<file path="src/rtl/key_debounce.sv">
// Push-button conditioner: two-flop synchroniser, stability-count debounce filter and
// registered press / release / long-press pulses.
//
// Ports:
//   clk         system clock
//   rst_n       asynchronous active-low reset
//   key_in      raw, asynchronous, bouncing key pin
//   key_level   debounced key state, 1 = pressed regardless of pin polarity
//   key_press   one-cycle pulse when a press is accepted
//   key_release one-cycle pulse when a release is accepted
//   key_long    one-cycle pulse, once per press, LONG_MAX cycles after key_press
module key_debounce #(
  parameter int unsigned CNT_MAX    = 1_000_000,
  parameter int unsigned LONG_MAX   = 50_000_000,
  parameter logic        KEY_ACTIVE = 1'b0
) (
  input  logic clk,
  input  logic rst_n,
  input  logic key_in,
  output logic key_level,
  output logic key_press,
  output logic key_release,
  output logic key_long
);

  localparam int unsigned CW = $clog2(CNT_MAX + 1);
  localparam int unsigned LW = $clog2(LONG_MAX + 1);

  localparam logic [CW-1:0] CntLast  = CW'(CNT_MAX - 1);
  localparam logic [LW-1:0] LongLast = LW'(LONG_MAX - 1);

  typedef enum logic [1:0] {
    StIdle,
    StPressFilt,
    StPressed,
    StRelFilt
  } state_e;

  state_e        state_q, state_d;
  logic          sync1_q, key_s_q;
  logic [CW-1:0] cnt_q, cnt_d;
  logic [LW-1:0] lcnt_q, lcnt_d;
  logic          fired_q, fired_d;
  logic          level_q, level_d;
  logic          press_q, press_d;
  logic          release_q, release_d;
  logic          long_q, long_d;
  logic          active;
  logic          long_tick;

  assign active = (key_s_q == KEY_ACTIVE);

  always_ff @(posedge clk or negedge rst_n) begin
    if (!rst_n) begin
      sync1_q   <= ~KEY_ACTIVE;
      key_s_q   <= ~KEY_ACTIVE;
      state_q   <= StIdle;
      cnt_q     <= '0;
      lcnt_q    <= '0;
      fired_q   <= 1'b0;
      level_q   <= 1'b0;
      press_q   <= 1'b0;
      release_q <= 1'b0;
      long_q    <= 1'b0;
    end else begin
      sync1_q   <= key_in;
      key_s_q   <= sync1_q;
      state_q   <= state_d;
      cnt_q     <= cnt_d;
      lcnt_q    <= lcnt_d;
      fired_q   <= fired_d;
      level_q   <= level_d;
      press_q   <= press_d;
      release_q <= release_d;
      long_q    <= long_d;
    end
  end

  always_comb begin
    state_d   = state_q;
    cnt_d     = cnt_q;
    lcnt_d    = lcnt_q;
    fired_d   = fired_q;
    level_d   = level_q;
    press_d   = 1'b0;
    release_d = 1'b0;
    long_d    = 1'b0;
    long_tick = 1'b0;

    case (state_q)
      StIdle: begin
        level_d = 1'b0;
        if (active) begin
          state_d = StPressFilt;
          cnt_d   = CW'(1);
        end else begin
          cnt_d = '0;
        end
      end
      StPressFilt: begin
        if (!active) begin
          state_d = StIdle;
          cnt_d   = '0;
        end else if (cnt_q == CntLast) begin
          state_d = StPressed;
          cnt_d   = '0;
          level_d = 1'b1;
          press_d = 1'b1;
          lcnt_d  = '0;
          fired_d = 1'b0;
        end else begin
          cnt_d = cnt_q + CW'(1);
        end
      end
      StPressed: begin
        long_tick = 1'b1;
        if (!active) begin
          state_d = StRelFilt;
          cnt_d   = CW'(1);
        end else begin
          cnt_d = '0;
        end
      end
      StRelFilt: begin
        if (active) begin
          // Bounce back to pressed: the long-press count carries on uninterrupted.
          state_d   = StPressed;
          cnt_d     = '0;
          long_tick = 1'b1;
        end else if (cnt_q == CntLast) begin
          state_d   = StIdle;
          cnt_d     = '0;
          level_d   = 1'b0;
          release_d = 1'b1;
          fired_d   = 1'b0;
        end else begin
          cnt_d     = cnt_q + CW'(1);
          long_tick = 1'b1;
        end
      end
      default: begin
        state_d = StIdle;
        cnt_d   = '0;
        level_d = 1'b0;
      end
    endcase

    // Long-press counter freezes once it has fired, so it never wraps.
    if (long_tick && !fired_q) begin
      if (lcnt_q == LongLast) begin
        long_d  = 1'b1;
        fired_d = 1'b1;
      end else begin
        lcnt_d = lcnt_q + LW'(1);
      end
    end
  end

  assign key_level   = level_q;
  assign key_press   = press_q;
  assign key_release = release_q;
  assign key_long    = long_q;

endmodule

</file>
<file path="config.mk">
export PLATFORM = sky130hd
export DESIGN_NAME = key_debounce
export DESIGN_NICKNAME = d
export VERILOG_FILES = /design/src/rtl/key_debounce.sv
export SDC_FILE = /design/constraint.sdc
export NUM_CORES = 1
export LEC_CHECK = 0
export ABC_AREA = 1
export ABC_CLOCK_PERIOD_IN_PS = 3820
export CORE_UTILIZATION = 65
export CTS_CLUSTER_DIAMETER = 150
export DETAILED_ROUTE_END_ITERATION = 8
export HOLD_SLACK_MARGIN = 0.08
export PLACE_DENSITY = 0.93
export SLEW_MARGIN = 20
export SYNTH_ARGS = -nofsm -noshare
export SYNTH_HDL_FRONTEND = slang
export SYNTH_SLANG_ARGS = --single-unit
</file>
<file path="constraint.sdc">
create_clock -name clk -period 3.82 [get_ports clk]
set_clock_uncertainty 0.05 [all_clocks]
set_input_delay 0.764 -clock clk [delete_from_list [all_inputs] [get_ports clk]]
set_output_delay 0.764 -clock clk [all_outputs]
set_load 0.02 [all_outputs]
</file>
* Word level (Yosys, flattened, before mapping)
Index checks and enable logic that the tools add are counted.
Word-level totals: flip-flop bits (word level) 55, input port bits 3
Cells by class: add/sub/neg operators 2, eq/ne operators 13, muxes and demuxes 39, reductions and logical operators 6
Operators by type and width (count):
- 26-bit 2-to-1 mux | 5
- 20-bit case mux with 4 select lines | 1
- 20-bit 2-to-1 mux | 3
- 26-bit by 1-bit adder with 26-bit output (second input constant) | 1
- 26-bit == test (second input constant) | 1
- 20-bit by 1-bit adder with 20-bit output (second input constant) | 1
- 20-bit == test (second input constant) | 1
- 1-bit 2-to-1 mux | 20
- 2-bit 2-to-1 mux | 6
- 2-bit != test (second input constant) | 6
- 2-bit case mux with 4 select lines | 1
- 3-bit != test (second input constant) | 2
- 5-bit AND reduction | 1
- 2-bit == test (second input constant) | 2
- 1-bit case mux with 2 select lines | 2
- 4-bit AND reduction | 1
- 1-bit case mux with 3 select lines | 1
- 3-bit nonzero test | 1
- 2-bit by 1-bit == test with 1-bit output (second input constant) | 1
- 2-bit logical NOT | 1
- 1-bit logical AND | 1
- 1-bit logical NOT | 1

* Logic depth before layout (Yosys ltp)
Gate-level depths: netlist (run 1).
depth in word-level cells 6, depth in mapped cells 12, depth with buffers taken out 11

* Worst setup path before layout (run 1)
Ideal clock, no wire load.
path type register to register, start register cnt_q[0], end register lcnt_q[5], arrival 1505 ps, setup slack 2149 ps, stages on the path, launching flop included 12, buffers on the path 1, path through dfrtp_1 ha_1 nand3_1 nor2_1 nand3_2 nand2_2 nand3_4 nand2_4 inv_2 buf_6 nand2_1 nand2_1
On the way: cells in the longest elaborated chain, start to end 6
Ends and longest elaborated chain:
- from (decl) | line 41 | logic [CW-1:0] cnt_q, cnt_d;
- from (signal assigned) | line 69 | cnt_q <= cnt_d;
- 20-bit == test * | line 104, 130
- 1-bit 2-to-1 mux / 26-bit 2-to-1 mux (equally long branches) | line 130, 104
- 1-bit 2-to-1 mux / 26-bit 2-to-1 mux (equally long branches) | line 125, 101
- 1-bit case mux with 2 select lines / 26-bit 2-to-1 mux (equally long branches) | line 90 | case (state_q)
- 1-bit logical AND / 26-bit 2-to-1 mux (equally long branches) | line 149, 150
- 26-bit 2-to-1 mux * | line 149 | if (long_tick && !fired_q) begin
- net lcnt_d[5] | line 42 | logic [LW-1:0] lcnt_q, lcnt_d;
- to (signal assigned) | line 70 | lcnt_q <= lcnt_d;
- to (decl) | line 42
The timed path passes the listed nets; every way through them passes the cells marked *. A chain may end at the register's enable or synchronous reset.

* Final worst setup path (run 1)
start register cnt_q[0], end register lcnt_q[3]
The elaborated chain is that of the path after synthesis.

==> impl_metrics.yaml, run 1 <==
status:
  outcome: "completed"
yosys:
  synth-seq-cells: 55
  synth_compound_area_frac: 0.02375
  synth-xor-area-share: 0.05938
  synth_area_leaders: "dfrtp_1 (36%), nand2_1 (21%), nor2_1 (8.3%)"
  synth_top_cell_by_area: "dfrtp_1"
  synth.top_cell.area_share: 0.3597
  synth_warnings: 0
  yosysUniqueCellTypes: 32
  ys_seq_area_frac: 0.3739
  yosys-mux-area-fraction: 0
  synth-adder-area-share: 0.02036
  synth_top_family_by_area: "simple AND/OR/NAND/NOR gates"
  synthesis.area_mm2: 0.003687
  netlist_instances: 558
  yosys.area_share.simple: 0.4343
  avgSynthCellArea_um2: 6.608
  syn_nets: 567
clock_network:
  cts_sinks: 55
  cts_buffer_depth: 2
  clk_pin_slew_worst_paths_ns: 0.11
  cts_root_buf: "clkbuf_8"
  cts_tree: "done"
  clk_latency_ns: 0.32
  post-cts-setup-buffers: 0
  cts-resized-gates: 0
  cts_hold_buf: 0
  cts_made_buffers: 5
  htreeDepth: 2
critical_path:
  critPathKind: "reg2reg"
  reg2regPathDepth: 8
  r2r_slack_ns: 1.37
  endpoint_kind: "flip-flop"
  rr_startpoint: "cnt_q[0]$_DFF_PN0_"
  worstPathArrival_ns: 2.62
  cp_max_fo: 15
  critPathLaunchType: "flip-flop"
  cp.required_ns: 3.99
  worstReg2RegEnd: "lcnt_q[3]$_DFF_PN0_"
floorplanning:
  design.core.area_mm2: 0.005473
  die_area_mm2: 0.005978
  io-pin-count: 7
  die_x_um: 77.32
  die_height_um: 77.32
  initial_core_util: 0.6738
  num_rows: 27
detailed_routing:
  viasPerCell: 5.480
  drtPass1Iterations: 5
  post_drt_wl_per_cell_um: 13.09
  drtAntennaViolNets: 0
  vias: 3480
  drtIter0Drc: 363
  routed_wl_mm: 8.310
  drc: 0
global_route:
  antenna_found_initial: 0
  grt_usage: 0.3051
  overflow: 0
  grt_pass1_vias: 3216
  grt_pass1_wl_mm: 14.55
  grt_max_degree: 32
cells_and_area:
  design_area_mm2: 0.003876
  antenna_cells: 0
  area_growth_pct: 5.124
  final_common_cell: "nand2_1"
  final_cell_mix: "nand2_1 (203), nor2_1 (82), inv_1 (65)"
  drive_gt1_frac: 0.05151
  nNetsFinal: 571
  nFillCells: 477
sta:
  rsz0062_at_grt: "no"
  finalCritPeriodShare: 0.6404
  worstMarginPinSlew_ns: 0.7039
  max_slew_margin: 0.5293
  period_needed_ns: 2.446
  fmax_mhz: 408.8
  fin_tns_setup_ns: 0
  setup_viol: 0
  hold_viol: 0
  maxSlewViolCount: 0
pwr:
  ir_drop_mv: 0.4144
  p_total_mw: 1.571
  pwr_density_cell_mw_per_mm2: 405.4
  leakage_nw: 1.947
placed_design:
  postPlaceCellArea_mm2: 0.003781
  io_buffers: 6
  routabilityCongestion: 0.9961
  dp.final_hpwl_mm: 6.184
job:
  maxCapViolations: 0
hold_path:
  hp-class: "reg2reg"
  min_from: "sync1_q$_DFF_PN1_"
  hold_path_depth: 0
  min_to: "key_s_q$_DFF_PN1_"
## report_power, final
| part | switching, mW | leakage (nW) | internal [mW] |
|---|---|---|---|
| Clock | 0.209 | 0.0491 | 0.135 |
| Combinational | 0.378 | 1.15 | 0.164 |
| Sequential | 0.0497 | 0.748 | 0.636 |
## worst max-delay path, stage by stage, from the launching register on
cell     delay, ns
dfrtp_1       0.38
ha_1          0.20
nand3_1       0.19
nor2_1        0.23
nand4_1       0.60
nand2_2       0.45
o21ai_1       0.11
nand2_1       0.08
nand2_1       0.05
## final cells by class
cell class | count | area, um^2 | share of cell area
multi-input combinational | 423 | 1983 | 0.5116
sequential | 55 | 1379 | 0.3557
inverter | 69 | 259.0 | 0.06682
tap | 72 | 90.09 | 0.02324
timing repair buffer | 8 | 70.07 | 0.01808
clock buffer | 5 | 68.82 | 0.01775
clock inverter | 3 | 26.28 | 0.006779
## cell usage after synthesis
cell type	number
buf_6	2
nor3_2	1
xor2_1	14
nor2_4	1
or2_2	1
nor2_1	82
nand4_1	18
nor3b_1	3
buf_4	1
nand3b_1	2
o21ai_1	2
nand3_4	1
and2_1	1
nor4_1	1
nand3_1	44
xnor2_1	11
nor2_2	2
dfrtp_1	53
nor3_1	9
clkbuf_1	3
inv_1	65
o21bai_1	1
buf_2	5
nand2_1	203
nand2_4	1
o21ai_0	8
a21oi_1	6
ha_1	6
inv_2	4
dfstp_2	2
nand2_2	4
nand3_2	1
## cell families (layout without fill, tap and decap cells)
kind of cell,Yosys count,in the layout
and+or+nand+nor,375,375
buffers and inverters,80,85
DFF,55,55
xor gates and xnor gates,25,25
AOI/OAI and AO/OA,17,17
adders and majority gates,6,6
## routing by layer
metal  GRT usage  up-vias  routed length, um  part of all wire
met2      0.4850      119               3862              0.46
met5           0        -                  0                 0
met3     0.04524       15                498             0.060
met1      0.4225     1607               3817              0.46
met4      0.1075        0                131             0.016
li1            -     1739                  -                 -
## sequential cells by signal, indices dropped and copies added, names as in the netlist, named ones only
name and count:
fired_q 1, state_q 1, key_long 1, key_release 1
key_level 1, sync1_q 1, lcnt_q 26, key_press 1
cnt_q 20, key_s_q 1
## stage by stage
step                setup slack (ns)  hold slack, ns  utilization  instances
floorplan                      2.149          0.2952            -        558
global placement               1.517          0.2975       0.6909        627
detailed placement             1.450          0.3016       0.6909        627
CTS                            1.433          0.3176       0.7083        635
global route                   1.213          0.3225       0.7083        635
finish                         1.374          0.3154       0.7083        635
## how the worst max path moves through the flow
stage,startpoint,cells past startpoint,end
finish,cnt_q[0]$_DFF_PN0_,8,lcnt_q[3]$_DFF_PN0_
detailed placement,cnt_q[0]$_DFF_PN0_,9,lcnt_q[1]$_DFF_PN0_
CTS,cnt_q[0]$_DFF_PN0_,9,lcnt_q[1]$_DFF_PN0_
global placement,flip-flop,10,lcnt_q[1]$_DFF_PN0_
global route,cnt_q[0]$_DFF_PN0_,8,lcnt_q[3]$_DFF_PN0_
floorplan,cnt_q[0]$_DFF_PN0_,11,lcnt_q[5]$_DFF_PN0_
No activity file was read; power rests on OpenSTA's default activity.
==> run 2, diff against run 1 <==
--- a/config.mk
+++ b/config.mk
@@ -6,12 +6,12 @@
 export NUM_CORES = 1
 export LEC_CHECK = 0
 export ABC_AREA = 1
-export ABC_CLOCK_PERIOD_IN_PS = 3820
-export CORE_UTILIZATION = 65
+export ABC_CLOCK_PERIOD_IN_PS = 2300
+export CORE_UTILIZATION = 63
 export CTS_CLUSTER_DIAMETER = 150
 export DETAILED_ROUTE_END_ITERATION = 8
 export HOLD_SLACK_MARGIN = 0.08
-export PLACE_DENSITY = 0.93
+export PLACE_DENSITY = 0.9
 export SLEW_MARGIN = 20
 export SYNTH_ARGS = -nofsm -noshare
 export SYNTH_HDL_FRONTEND = slang
==> constraint.sdc (replaced) <==
create_clock -name clk -period 2.3 [get_ports clk]
set_clock_uncertainty 0.05 [all_clocks]
set_input_delay 0.46 -clock clk [delete_from_list [all_inputs] [get_ports clk]]
set_output_delay 0.46 -clock clk [all_outputs]
set_load 0.02 [all_outputs]
==> impl_metrics.yaml, run 2 (same netlist as run 1, synthesis figures left out) <==
global_route:
  grt_usage: 0.3062
  antenna_found_initial: 0
  overflow: 0
  grt_pass1_vias: 3230
  grt_max_degree: 31
  grt_pass1_wl_mm: 14.79
clock_network:
  cts-resized-gates: 0
  clk_pin_slew_worst_paths_ns: 0.10
  clk_latency_ns: 0.31
  post-cts-setup-buffers: 0
  cts_root_buf: "clkbuf_8"
  cts_buffer_depth: 2
  cts_tree: "done"
  htreeDepth: 2
  cts_sinks: 55
  cts_made_buffers: 5
  cts_hold_buf: 0
cells_and_area:
  area_growth_pct: 6.312
  fin_util: 0.7033
  seq_area_mm2: 0.001379
  nNetsFinal: 577
  final_cell_mix: "nand2_1 (203), nor2_1 (82), inv_1 (65)"
  largest_reg_flops: 26
  multi_input_area_mm2: 0.001983
  antenna_cells: 0
  nFillCells: 500
  top_regs: "lcnt_q: 26 flops, cnt_q: 20 flops"
  final_common_cell: "nand2_1"
  regMostFlops: "lcnt_q"
  drive_gt1_frac: 0.06151
critical_path:
  crit_chain: "nor2_1, nand2_1, nor2_1, nand3_2, nand2_2, nand3_4, nand2_4, inv_2, nand2_1, nand2_1"
  cp_max_fo: 16
  cp.required_ns: 2.46
  rr_startpoint: "cnt_q[12]$_DFF_PN0_"
  endpoint_kind: "flip-flop"
  critPathKind: "reg2reg"
  worstPathArrival_ns: 2.15
  timing.critical_path.from: "cnt_q[12]$_DFF_PN0_"
  slowest_delay_ns: 0.45
  crit_path_frequent_cell: "nand2_1"
  reg2regPathDepth: 10
  critPathLaunchType: "flip-flop"
  slowest_stage: "dfrtp_1"
sta:
  hold_viol: 0
  finalCritPeriodShare: 0.8675
  rsz0062_at_grt: "no"
  setup_viol: 0
  fin_tns_setup_ns: 0
  max_slew_margin: 0.7115
  worstMarginPinSlew_ns: 0.4304
  fmax_mhz: 501.2
  period_needed_ns: 1.995
  maxSlewViolCount: 0
floorplanning:
  design.core.area_mm2: 0.005574
  die_x_um: 78.51
  io-pin-count: 7
  initial_core_util: 0.6615
  die_area_mm2: 0.006163
  num_rows: 27
  die_height_um: 78.51
placed_design:
  routabilityCongestion: 0.9989
  dp.final_hpwl_mm: 6.260
  io_buffers: 6
pwr:
  pwr_density_cell_mw_per_mm2: 661.8
  internal_power_mw: 1.563
  comb_power_share: 0.349
  clkPwrFrac: 0.211
  p_sw_frac: 0.3977
  p_sw_mw: 1.032
  ir_drop_mv: 0.6275
  leakage_nw: 1.971
  pwr-share-seq: 0.440
hold_path:
  hp-class: "in2async"
detailed_routing:
  drtIter0Drc: 331
  drtAntennaViolNets: 0
  drtPass1Iterations: 5
  post_drt_wl_per_cell_um: 13.24
  vias: 3522
  drc: 0
  routed_wl_mm: 8.485
  viasPerCell: 5.495
status:
  outcome: "completed"
job:
  maxCapViolations: 0
## run 2: layout make-up
cell class / count / share of cell area
sequential: 55 / 0.3517
inverter: 69 / 0.06607
tap: 72 / 0.02298
multi-input combinational: 423 / 0.5059
timing repair buffer: 14 / 0.02936
clock buffer: 5 / 0.01756
clock inverter: 3 / 0.006384
## run 2: per-stage QoR
stage | worst slack [ns] | instance area, um^2 | total power [mW] | std cells | hold WS (ns)
5_1_grt | 0.06400 | 3920 | 2.799 | 641 | 0.09229
2_1_floorplan | 0.6285 | 3687 | 1.903 | 558 | 0.1144
3_5_place_dp | 0.3598 | 3826 | 2.061 | 633 | 0.3006
4_1_cts | 0.3286 | 3920 | 2.613 | 641 | 0.09323
6_report | 0.3049 | 3920 | 2.594 | 641 | 0.07744
3_3_place_gp | 0.4334 | 3826 | 2.023 | 633 | 0.2960
## run 2: critical path, delay by kind of cell, from the launching register on
| family | cells | cell delay, ns |
|---|---|---|
| buf+inv | 1 | 0.15 |
| simple gates | 9 | 1.23 |
| flops | 1 | 0.45 |
## run 2: path summary, 6_finish.rpt
kind	end	slack (ns)
max reg2reg	lcnt_q[17]$_DFF_PN0_	0.30
min	cnt_q[9]$_DFF_PN0_	0.08
min reg2reg	key_s_q$_DFF_PN1_	0.32
max	lcnt_q[17]$_DFF_PN0_	0.30
min in group clk	key_s_q$_DFF_PN1_	0.32
max in group asynchronous	lcnt_q[11]$_DFF_PN0_	1.79
## run 2: power by group through the flow
stage | clock, mW | sequential, mW | combinational (mW)
finish | 0.547 | 1.14 | 0.905
global route | 0.599 | 1.16 | 1.04
CTS | 0.566 | 1.14 | 0.906
detailed placement | 0 | 1.16 | 0.901
global placement | 0 | 1.15 | 0.872
floorplan | 0 | 1.15 | 0.751
## run 2: per-layer routing
metal	track usage	vias up	part of all wire
li1	-	1745	-
met1	0.4236	1604	0.46
met2	0.4861	163	0.45
met3	0.05698	10	0.074
met4	0.09074	0	0.010
met5	0	-	0
